[config.mk]
export PLATFORM = sky130hd
export DESIGN_NAME = rc4_ksa_flat
export DESIGN_NICKNAME = d
export VERILOG_FILES = /design/src/rtl/rc4_ksa_if.sv /design/src/rtl/rc4_ksa.sv /design/src/flat_wrapper.sv
export SDC_FILE = /design/constraint.sdc
export NUM_CORES = 1
export LEC_CHECK = 0
export BUFFER_PORTS_ARGS = -buffer_cell sky130_fd_sc_hd__buf_2
export CAP_MARGIN = 20
export CELL_PAD_IN_SITES_DETAIL_PLACEMENT = 1
export CELL_PAD_IN_SITES_GLOBAL_PLACEMENT = 1
export CORE_UTILIZATION = 45
export CTS_BUF_LIST = sky130_fd_sc_hd__clkbuf_16
export CTS_CLUSTER_SIZE = 24
export DETAILED_ROUTE_END_ITERATION = 8
export PLACE_DENSITY = 0.92
export SYNTH_ARGS = -nofsm -noshare
export SYNTH_HDL_FRONTEND = slang
export SYNTH_SLANG_ARGS = --single-unit
export TNS_END_PERCENT = 1
[constraint.sdc]
create_clock -name clk -period 12.5 [get_ports clk]
set_input_delay 2.5 -clock clk [delete_from_list [all_inputs] [get_ports clk]]
set_output_delay 2.5 -clock clk [all_outputs]
set_load 0.05 [all_outputs]
[src/rtl/rc4_ksa_if.sv]
// RC4 key-scheduling engine bus: controller handshake, key, and single-port S-RAM.
interface rc4_ksa_if;
  logic        en;
  logic        rdy;
  logic [23:0] key;
  logic [7:0]  addr;
  logic [7:0]  rddata;
  logic [7:0]  wrdata;
  logic        wren;

  modport slave  (input en, key, rddata, output rdy, addr, wrdata, wren);
  modport master (output en, key, rddata, input rdy, addr, wrdata, wren);
endinterface

[src/rtl/rc4_ksa.sv]
// RC4 KSA: swaps S[i] and S[j] for i=0..255 over an external synchronous RAM,
// six cycles per i, with all outputs registered off the next-state values.
module rc4_ksa (
  input logic        clk,
  input logic        rst_n,
  rc4_ksa_if.slave   bus
);
  localparam logic [2:0] S_IDLE    = 3'd0;
  localparam logic [2:0] S_READ_I  = 3'd1;
  localparam logic [2:0] S_WAIT_I  = 3'd2;
  localparam logic [2:0] S_READ_J  = 3'd3;
  localparam logic [2:0] S_WAIT_J  = 3'd4;
  localparam logic [2:0] S_WRITE_I = 3'd5;
  localparam logic [2:0] S_WRITE_J = 3'd6;

  logic [2:0] state_q, state_d;
  logic [7:0] i_q, i_d, j_q, j_d, si_q, si_d, sj_q, sj_d;
  logic [7:0] addr_q, addr_d, wrdata_q, wrdata_d;
  logic       wren_q, wren_d, rdy_q, rdy_d;
  logic [7:0] kb;

  // Key is read live; the byte is picked by i mod 3 on the 8-bit index.
  always_comb begin
    case (i_q % 8'd3)
      8'd0:    kb = bus.key[23:16];
      8'd1:    kb = bus.key[15:8];
      default: kb = bus.key[7:0];
    endcase
  end

  always_comb begin
    state_d = state_q;
    i_d     = i_q;
    j_d     = j_q;
    si_d    = si_q;
    sj_d    = sj_q;
    case (state_q)
      S_IDLE: if (bus.en) begin
        i_d     = 8'd0;
        j_d     = 8'd0;
        state_d = S_READ_I;
      end
      S_READ_I: state_d = S_WAIT_I;
      S_WAIT_I: begin
        si_d    = bus.rddata;
        j_d     = j_q + bus.rddata + kb;
        state_d = S_READ_J;
      end
      S_READ_J: state_d = S_WAIT_J;
      S_WAIT_J: begin
        sj_d    = bus.rddata;
        state_d = S_WRITE_I;
      end
      S_WRITE_I: state_d = S_WRITE_J;
      S_WRITE_J: begin
        if (i_q == 8'd255) state_d = S_IDLE;
        else begin
          i_d     = i_q + 8'd1;
          state_d = S_READ_I;
        end
      end
      default: state_d = S_IDLE;
    endcase
  end

  // Output registers are loaded from the state being entered, so the RAM
  // sees address/data during the state itself with no input-to-output path.
  always_comb begin
    addr_d   = 8'd0;
    wrdata_d = 8'd0;
    wren_d   = 1'b0;
    rdy_d    = (state_d == S_IDLE);
    case (state_d)
      S_READ_I:  addr_d = i_d;
      S_READ_J:  addr_d = j_d;
      S_WRITE_I: begin addr_d = i_d; wrdata_d = sj_d; wren_d = 1'b1; end
      S_WRITE_J: begin addr_d = j_d; wrdata_d = si_d; wren_d = 1'b1; end
      default: ;
    endcase
  end

  always_ff @(posedge clk or negedge rst_n) begin
    if (!rst_n) begin
      state_q  <= S_IDLE;
      i_q      <= 8'd0;
      j_q      <= 8'd0;
      si_q     <= 8'd0;
      sj_q     <= 8'd0;
      addr_q   <= 8'd0;
      wrdata_q <= 8'd0;
      wren_q   <= 1'b0;
      rdy_q    <= 1'b1;
    end else begin
      state_q  <= state_d;
      i_q      <= i_d;
      j_q      <= j_d;
      si_q     <= si_d;
      sj_q     <= sj_d;
      addr_q   <= addr_d;
      wrdata_q <= wrdata_d;
      wren_q   <= wren_d;
      rdy_q    <= rdy_d;
    end
  end

  assign bus.addr   = addr_q;
  assign bus.wrdata = wrdata_q;
  assign bus.wren   = wren_q;
  assign bus.rdy    = rdy_q;
endmodule

[src/flat_wrapper.sv]
// flat-port wrapper written by rule: the top's interface ports become plain ports
module rc4_ksa_flat 
  (clk, rst_n, bus_en, bus_key, bus_rddata, bus_rdy, bus_addr, bus_wrdata, bus_wren);
  rc4_ksa_if bus_i ();
  input logic clk;
  input logic rst_n;
  input wire logic [$bits(bus_i.en)-1:0] bus_en;
  input wire logic [$bits(bus_i.key)-1:0] bus_key;
  input wire logic [$bits(bus_i.rddata)-1:0] bus_rddata;
  output wire logic [$bits(bus_i.rdy)-1:0] bus_rdy;
  output wire logic [$bits(bus_i.addr)-1:0] bus_addr;
  output wire logic [$bits(bus_i.wrdata)-1:0] bus_wrdata;
  output wire logic [$bits(bus_i.wren)-1:0] bus_wren;
  assign bus_i.en = bus_en;
  assign bus_i.key = bus_key;
  assign bus_i.rddata = bus_rddata;
  assign bus_rdy = bus_i.rdy;
  assign bus_addr = bus_i.addr;
  assign bus_wrdata = bus_i.wrdata;
  assign bus_wren = bus_i.wren;
  rc4_ksa u_core (.clk(clk), .rst_n(rst_n), .bus(bus_i));
endmodule
# --- Word-level counts from Yosys, hierarchy flattened ---
# Index checks and enable logic that the tools add are counted.
classes:
  div_mod_pow: 1
  reduce_logical: 6
  mux: 14
  n_eq_ne: 12
  n_addsub: 3
ops:
  columns: ["cell", "count"]
  rows:
  - ["one-hot mux 8 bit (2 select lines)", 5]
  - ["2-to-1 mux 8 bit", 5]
  - ["one-hot mux 3 bit (7 select lines)", 1]
  - ["adder 8 bit", 2]
  - ["equality test 3 bit (second input constant)", 5]
  - ["equality test 3 x 2 -> 1 bit (second input constant)", 3]
  - ["adder 8 x 1 -> 8 bit (second input constant)", 1]
  - ["equality test 8 x 1 -> 1 bit (second input constant)", 1]
  - ["equality test 8 bit (second input constant)", 1]
  - ["logical NOT 8 bit", 1]
  - ["modulo 8 x 2 -> 8 bit (second input constant)", 1]
  - ["equality test 3 x 1 -> 1 bit (second input constant)", 2]
  - ["logical NOT 3 bit", 2]
  - ["OR reduction 2 bit", 3]
  - ["2-to-1 mux 3 bit", 1]
  - ["2-to-1 mux 1 bit", 2]
word_totals:
  reg_bits: 53
  wordCells: 45

# --- Longest topological paths before layout ---
# Gate-level depths: netlist (run 1).
depth:
  depth_word: 6
  ltp_mapped: 31

# --- Least setup slack after synthesis (run 1) ---
# No wires, ideal clock.
synth_timing:
  path_type: "reg2reg"
  start: "reg u_core.i_q[2]"
  end: "reg u_core.addr_q[7], in the netlist u_core.bus.addr[7]"
  stages_incl_launch_ff: 31
  period_less_slack_ns: 5.394
  setup_time_ns: 0.131
  setup_slack_ns: 7.106
  arrival_ns: 5.263
  n_path_buf: 2
  cell_sequence: "dfrtp_1 buf_2 nor2b_1 a22oi_2 o2bb2ai_1 and2_1 inv_1 ha_1 nor3_2 a21oi_1 nor2_1 ha_1 o21ai_0 and3_1 a211oi_1 a211oi_4 buf_2 o21ai_1 fa_1 inv_1 ha_1 inv_1 fa_1 nor2b_1 o21ai_0 nand2b_1 a21o_1 a21oi_1 xnor2_1 xnor2_1 o21ai_1"
synth_between:
  elab_chain_len: 6
synth_rtl:
  columns: ["item", "line", "text"]
  rows:
  - ["from (decl)", "rc4_ksa.sv:17", "logic [7:0] i_q, i_d, j_q, j_d, si_q, si_d, sj_q, sj_d;"]
  - ["from (signal assigned)", "rc4_ksa.sv:95", "i_q <= i_d;"]
  - ["modulo 8 x 2 -> 8 bit / equality test 8 bit (equally long branches)", "rc4_ksa.sv:24, rc4_ksa.sv:56", null]
  - ["equality test 8 x 1 -> 1 bit, or another cell as far along", "rc4_ksa.sv:24", "case (i_q % 8'd3)"]
  - ["one-hot mux 8 bit (2 select lines) / one-hot mux 3 bit (7 select lines) (equally long branches)", "rc4_ksa.sv:24, rc4_ksa.sv:37", null]
  - ["adder 8 bit, or another cell as far along", "rc4_ksa.sv:46", "j_d = j_q + bus.rddata + kb;"]
  - ["one-hot mux 8 bit (2 select lines) / OR reduction 2 bit (equally long branches)", null, null]
  - ["one-hot mux 8 bit (2 select lines) *", "rc4_ksa.sv:73", "case (state_d)"]
  - ["net u_core.addr_d[7]", "rc4_ksa.sv:18", "logic [7:0] addr_q, addr_d, wrdata_q, wrdata_d;"]
  - ["to (signal assigned)", "rc4_ksa.sv:99", "addr_q <= addr_d;"]
  - ["to (decl)", "rc4_ksa.sv:18", null]
# Mark *: on every way through the listed nets, which the timed path passes. The rest lies on a longest branch.

# --- Final worst setup path (run 1) ---
layout_timing:
  start: "reg u_core.i_q[3]"
  end: "reg u_core.addr_q[7], in the netlist u_core.bus.addr[7]"
# Same word-level chain as after synthesis.

==> results of run 1 <==
-- worst max-delay path: cells and delay by family (launching register included) --
family / cells / cell delay (ps)
compound gates: 9 / 2090
xor+xnor: 2 / 360
fa+ha+maj: 5 / 1390
buf+inv: 4 / 320
flops: 1 / 570
mux: 1 / 120
simple gates: 7 / 1290
-- final cells by class --
cell class	instances	area share, %
multi-input combinational	240	49.54
sequential	45	31.97
clock buffer	5	3.549
clock inverter	3	0.3194
tap	77	2.732
inverter	37	3.939
timing repair buffer	53	7.949
-- power groups by stage --
stage | Clock [mW] | Sequential, mW | Combinational (mW)
floorplan | 0 | 0.277 | 0.371
global placement | 0 | 0.238 | 0.504
detailed placement | 0 | 0.243 | 0.548
CTS | 0.136 | 0.243 | 0.569
global route | 0.142 | 0.249 | 0.619
finish | 0.132 | 0.243 | 0.569
-- per-layer routing --
layer | vias to the layer above | track usage [%] | part of all wire, %
li1 | 1251 | - | -
met1 | 1333 | 31.03 | 39
met2 | 71 | 48.41 | 54
met3 | 20 | 5.801 | 4.1
met4 | 0 | 12.33 | 3.1
met5 | - | 0 | 0
-- kinds of logic after synthesis --
group | synth area share [%]
fa+ha+maj | 9.659
mux | 6.575
buf+inv | 6.778
flops | 36.57
compound gates | 20.33
simple gates | 16.07
xor+xnor | 4.018
-- path summary, 6_finish.rpt --
path	to	slack, ps
max reg2reg	u_core.bus.addr[7]	6190
min	u_core.si_q[4]	490
min in group asynchronous	u_core.bus.wrdata[5]	2040
max in group asynchronous	u_core.bus.rdy	9910
min reg2reg	u_core.si_q[4]	490
max	u_core.bus.addr[7]	6190
-- cells in the mapped netlist (all sizes together), types with 2 or more instances --
library cell and n:
a211oi 4, a32o 3, dfrtp 44, or3 2, mux2 2, clkbuf 7, mux2i 18, nor2b 3
buf 9, nand2b 2, nand2 41, o31ai 2, and3b 3, a21oi 15, nor4 2, fa 8
ha 11, xnor2 9, and3 4, o2bb2ai 2, nand3 4, nor2 22, and2 4, a31oi 4
inv 37, xor2 3, o21ai 36, nor3b 4, nor3 5, a22o 7, o22a 3, a21o 6
-- flip-flops by register name, indices dropped and copies added, names as in the netlist --
signal and flops:
u_core.bus.addr 8, u_core.bus.rdy 1, u_core.bus.wrdata 8, u_core.bus.wren 1
u_core.i_q 8, u_core.j_q 8, u_core.si_q 8, u_core.state_q 3
-- metrics by stage --
step,worst slack [ps],hold slack (ps)
floorplan,7106,445.4
global placement,6680,456.8
detailed placement,6338,473.9
CTS,6245,491.8
global route,5626,529.2
finish,6194,489.6
-- cells in the final DEF, fill, tap and decap left out, types with 4 or more instances in the layout --
cell | synthesis | layout
buf_2 | 8 | 52
dfrtp_1 | 44 | 44
nand2_1 | 41 | 41
inv_1 | 37 | 39
o21ai_0 | 24 | 24
nor2_1 | 22 | 22
mux2i_1 | 18 | 18
a21oi_1 | 14 | 14
o21ai_1 | 12 | 12
ha_1 | 11 | 11
xnor2_1 | 8 | 8
fa_1 | 8 | 8
a22o_1 | 7 | 7
a21o_1 | 6 | 6
clkbuf_16 | 0 | 5
nand3_1 | 4 | 4
nor3b_1 | 4 | 4
and2_1 | 4 | 4
a31oi_1 | 4 | 4
==> metrics.cfg, run 1 <==
[outcome]
status=finished, violations left
violations=DRC

[timing]
setup_viol=0
drv_slew=0
relSlewSlack_pct=47.70
tns_ps=0
rsz0062_at_grt=false
finalClockSkew_ps=10.43
hold_viol=0
tightest_slew_ps=782.6
min_period_ps=6306
fmax_mhz=158.6
fin_crit_sh_pct=50.44

[detailed_routing]
ant_nets=0
drt_iter0_drc=156
remaining_drc_errors=2
via_count=2675
wl_per_cell_um=19.51
wirelength_um=8975
drtPass1Iterations=8
via_per_inst=5.815

[power]
ir_drop_uv=173.8
cellPowerDensity_nw_per_um2=268.1
power_mw=0.9453
p_clk_share_pct=14.0
power_frac_comb_pct=60.2
power.switching_mw=0.4672
p_sw_share_pct=49.42
pwr-share-seq_pct=25.8
p_leak_nw=1.804
p_int_mw=0.4781

[worst_setup_path]
cp_slowest_cell=dfrtp_1
rr_worst_depth=28
reg2reg_from=u_core.i_q[3]
cp-end-kind=flip-flop
critPathLaunchType=flip-flop
critPathArrivalTime_ps=6460
cp_common_cell=inv_1
crit_fanout=17
critical_path_class=flip-flop to flip-flop
critPathLaunch=u_core.i_q[3]
critPathRequiredTime_ps=12650
slowest_delay_ps=570

[logic_synthesis]
synthArstFlopShare_pct=100.0
synth-main-ff-cell=dfrtp_1
ys_seq_area_share_pct=36.57
synth_area_per_cell_um2=9.121
syn_nets=392
syn_area_um2=3083
netlist_instances=338
ys.warnings.count=0
yosysTopAreaCellShare_pct=35.71
ys_seq_elements=45
netlist.top_cell.by_area=dfrtp_1
synth_edf_count=0
post_synth_num_cell_types=52
ys_top_cells_by_area=dfrtp_1, mux2i_1, fa_1

[clocking]
cts-root-buf=clkbuf_16
clk_pin_slew_worst_paths_ps=70
cts_resized=0
numCtsBuffers=5
cts_hold_buf=0
clk_path_buf_depth=2
htreeDepth=2
cts_sinks=45
clkLatencyLatePin_ps=300
tritoncts=built
postCtsSetupRepairBufs=0

[grt]
overflow=0
grtUsageTotal_pct=27.09
grt_pass1_vias=2849
grt_max_degree=46
antenna_found_initial=0
grt_pass1_wl_um=14630

[placed_design]
place_inst=451
port_buffers=52
dp_hpwl_um=6366
gp_congestion=0.8605
placed_area_um2=3369

[floorplanning]
io_pins=53
core_area_um2=6495
num_rows=29
die_h_um=84.77
die_width_um=84.77
dieArea_um2=7186
start_util_pct=47.47

[layout]
seq_area_um2=1127
stdcell_area_um2=3526
fill_cells=777
diodes=0
fin_nets=436
layout-drive-gt1-share_pct=19.06
final_cells=460
area_growth_pct=14.37
multi_input_area_um2=1747
utilization_pct=54.29

[hold_path]
worst_hold_startpoint=u_core.si_q[4]
whs_path_depth=2
hp-class=flip-flop to flip-flop

[flow_run]
drv_cap=0

Note: power is estimated with default switching activity, not from simulation.
==> inputs of run 2 (changes only) <==
Settings changed: ABC_AREA set to 1, CORE_UTILIZATION 45 to 41, PLACE_DENSITY 0.92 to 0.87.
Clock period 12.5 ns to 6.5 ns, I/O delays scaled along.
==> run 2 against run 1 <==
The run now ends clean. Synthesized cell count is 14% higher. Critical path depth is 16 higher. Combinational power is 85% higher. First-iteration DRC count is 45% lower. Wire length is 1.9% lower. Flip-flop and latch count stayed put. Sequential share of layout area is 0.37 points lower. Sequential power is 86% higher. Fmax is 5.4% higher. Worst setup slack worse by 5700 ps. Worst hold slack better by 6.3 ps.
==> metrics.cfg, run 2 <==
[clocking]
postCtsSetupRepairBufs=0
cts-root-buf=clkbuf_16
cts_sinks=45
htreeDepth=2
numCtsBuffers=5
clkLatencyLatePin_ps=290
clk_path_buf_depth=2
clk_pin_slew_worst_paths_ps=70
tritoncts=built

[worst_setup_path]
cp_common_cell=nand2_1
critical_path_class=flip-flop to flip-flop
critPathLaunchType=flip-flop
rrSetupSlack_ps=520
reg2reg_from=u_core.i_q[7]
r2r-end=u_core.bus.addr[7]
crit_fanout=13
critPathArrivalTime_ps=6160
critPathRequiredTime_ps=6680
rr_worst_depth=44
slowest_delay_ps=460
cp_slowest_cell=fa_1
cp-end-kind=flip-flop

[floorplanning]
num_rows=31
dieArea_um2=7767
core_area_um2=7214
io_pins=53
die_width_um=88.13
start_util_pct=42.16
die_h_um=88.13

[logic_synthesis]
yosys-top-cells-count=inv_1, nand2_1, o21ai_0
post_synth_num_cell_types=39
synth_most_common_cell=inv_1
synthArstFlopShare_pct=100.0
synth_area_per_cell_um2=7.900
netlist_instances=385
ys_seq_area_share_pct=37.06
ys_top_cells_by_area=dfrtp_1, o21ai_0, inv_1
syn_area_um2=3042
ys.warnings.count=0
synth_edf_count=0
ys_seq_elements=45
syn_nets=439
netlist.top_cell.by_area=dfrtp_1
synth-main-ff-cell=dfrtp_1
yosysTopAreaCellShare_pct=36.20

[detailed_routing]
via_count=2837
remaining_drc_errors=0
via_per_inst=5.303
ant_nets=0
drt_iter0_drc=86
wl_per_cell_um=16.46
drtPass1Iterations=4
wirelength_um=8805

[timing]
relSlewSlack_pct=50.65
fmax_mhz=167.1
min_period_ps=5983
hold_viol=0
drv_slew=0
fin_crit_sh_pct=92.05
setup_viol=0
finalClockSkew_ps=6.610
tns_ps=0
tightest_slew_ps=738.4

[layout]
area_growth_pct=17.52
final_cell_mix=inv_1, nand2_1, buf_2
fin_nets=489
fill_cells=928
layout_commonest_cell=inv_1
diodes=0
layout-drive-gt1-share_pct=22.94

[grt]
grt_pass1_wl_um=14470
overflow=0
grtUsageTotal_pct=24.31
antenna_found_initial=0
grt_pass1_vias=2996
grt_max_degree=46

[power]
power_frac_comb_pct=58.5
p_int_mw=0.8839
ir_drop_uv=302.3
power.switching_mw=0.9060
p_leak_nw=1.905
p_sw_share_pct=50.62
p_clk_share_pct=16.2
pwr-share-seq_pct=25.3
power_mw=1.790
cellPowerDensity_nw_per_um2=500.7

[hold_path]
whs_path_depth=2
worst_hold_startpoint=u_core.si_q[5]
hp-class=flip-flop to flip-flop
worst_hold_path.endpoint=u_core.si_q[5]

[placed_design]
gp_congestion=0.8344
dp_hpwl_um=6542
port_buffers=52

[flow_run]
drv_cap=0

[outcome]
status=completed

## run 2: cell count changes after synthesis, sizes merged, moves of 5 or more
cell / before / now
a21o: 6 / 1
a21oi: 15 / 8
buf: 9 / 3
inv: 37 / 68
mux2i: 18 / 0
nand2: 41 / 74
nand3: 4 / 36
nand4: 1 / 10
nor2: 22 / 33
o21ai: 36 / 49
xnor2: 9 / 1
## run 2: metrics by stage
| stage | cells | utilization [%] | cell area, um^2 | hold slack (ps) | worst slack [ps] |
|---|---|---|---|---|---|
| floorplan | 385 | - | 3042 | 453.1 | 1259 |
| global placement | 526 | 46.88 | 3382 | 466.1 | 913.3 |
| detailed placement | 526 | 46.88 | 3382 | 477.1 | 436.4 |
| CTS | 534 | 49.20 | 3550 | 492.5 | 358.1 |
| global route | 535 | 49.55 | 3575 | 519.8 | -0.0004441 |
| finish | 535 | 49.55 | 3575 | 495.8 | 516.9 |
## run 2: power groups by stage
stage,logic (mW),clock network (mW),registers (mW)
after floorplan,0.657,0,0.550
after global placement,0.955,0,0.448
after detailed placement,1.02,0,0.452
after CTS,1.04,0.290,0.449
after global routing,1.18,0.303,0.462
final,1.05,0.290,0.453
## run 2: cell families (layout without fill, tap and decap cells)
family / after synthesis / after routing / share of synthesized area, %
AOI/OAI and AO/OA: 79 / 79 / 15.67
xor gates and xnor gates: 3 / 3 / 0.8640
and+or+nand+nor: 161 / 161 / 26.70
adders and majority gates: 19 / 19 / 9.790
buffers and inverters: 78 / 129 / 9.914
DFF: 45 / 45 / 37.06
## run 2: how the worst max path moves through the flow
stage | from | end | slack [ps] | cells after the start
global placement | u_core.i_q[7] | u_core.bus.addr[7] | 910 | 44
CTS | u_core.i_q[7] | u_core.bus.addr[7] | 360 | 44
floorplan | u_core.i_q[7] | u_core.bus.addr[7] | 1260 | 43
detailed placement | u_core.i_q[7] | u_core.bus.addr[7] | 440 | 44
finish | u_core.i_q[7] | u_core.bus.addr[7] | 520 | 44
global route | u_core.i_q[7] | u_core.bus.addr[7] | -0.0004 | 44
## run 2: what timing repair did
item,in CTS,in global routing
gates resized for setup,0,4
setup endpoints to repair,0,2
hold buffers,0,0
## run 2: area by class of cell
| class | instances | area (um^2) | area share [%] |
|---|---|---|---|
| Multi-Input combinational cell | 262 | 1613 | 45.12 |
| Sequential cell | 45 | 1130 | 31.61 |
| Timing Repair Buffer | 53 | 280.3 | 7.840 |
| Inverter | 68 | 260.3 | 7.280 |
| Clock buffer | 5 | 125.1 | 3.500 |
| Tap cell | 99 | 123.9 | 3.465 |
| Clock inverter | 3 | 42.54 | 1.190 |
## run 2: per-layer routing
layer	GRT usage, %	up-vias	part of all wire [%]
met1	28.44	1388	41
met5	0	-	0
li1	-	1363	-
met4	9.384	0	2.5
met2	45.10	64	54
met3	3.110	22	2.6
## run 2: worst max-delay path, delay by kind of cell, from the launching register on
family / cells / cell delay (ps)
AOI/OAI and AO/OA: 7 / 770
xor gates and xnor gates: 1 / 160
adders and majority gates: 5 / 1440
buffers and inverters: 9 / 830
DFF: 1 / 450
and+or+nand+nor: 22 / 2240
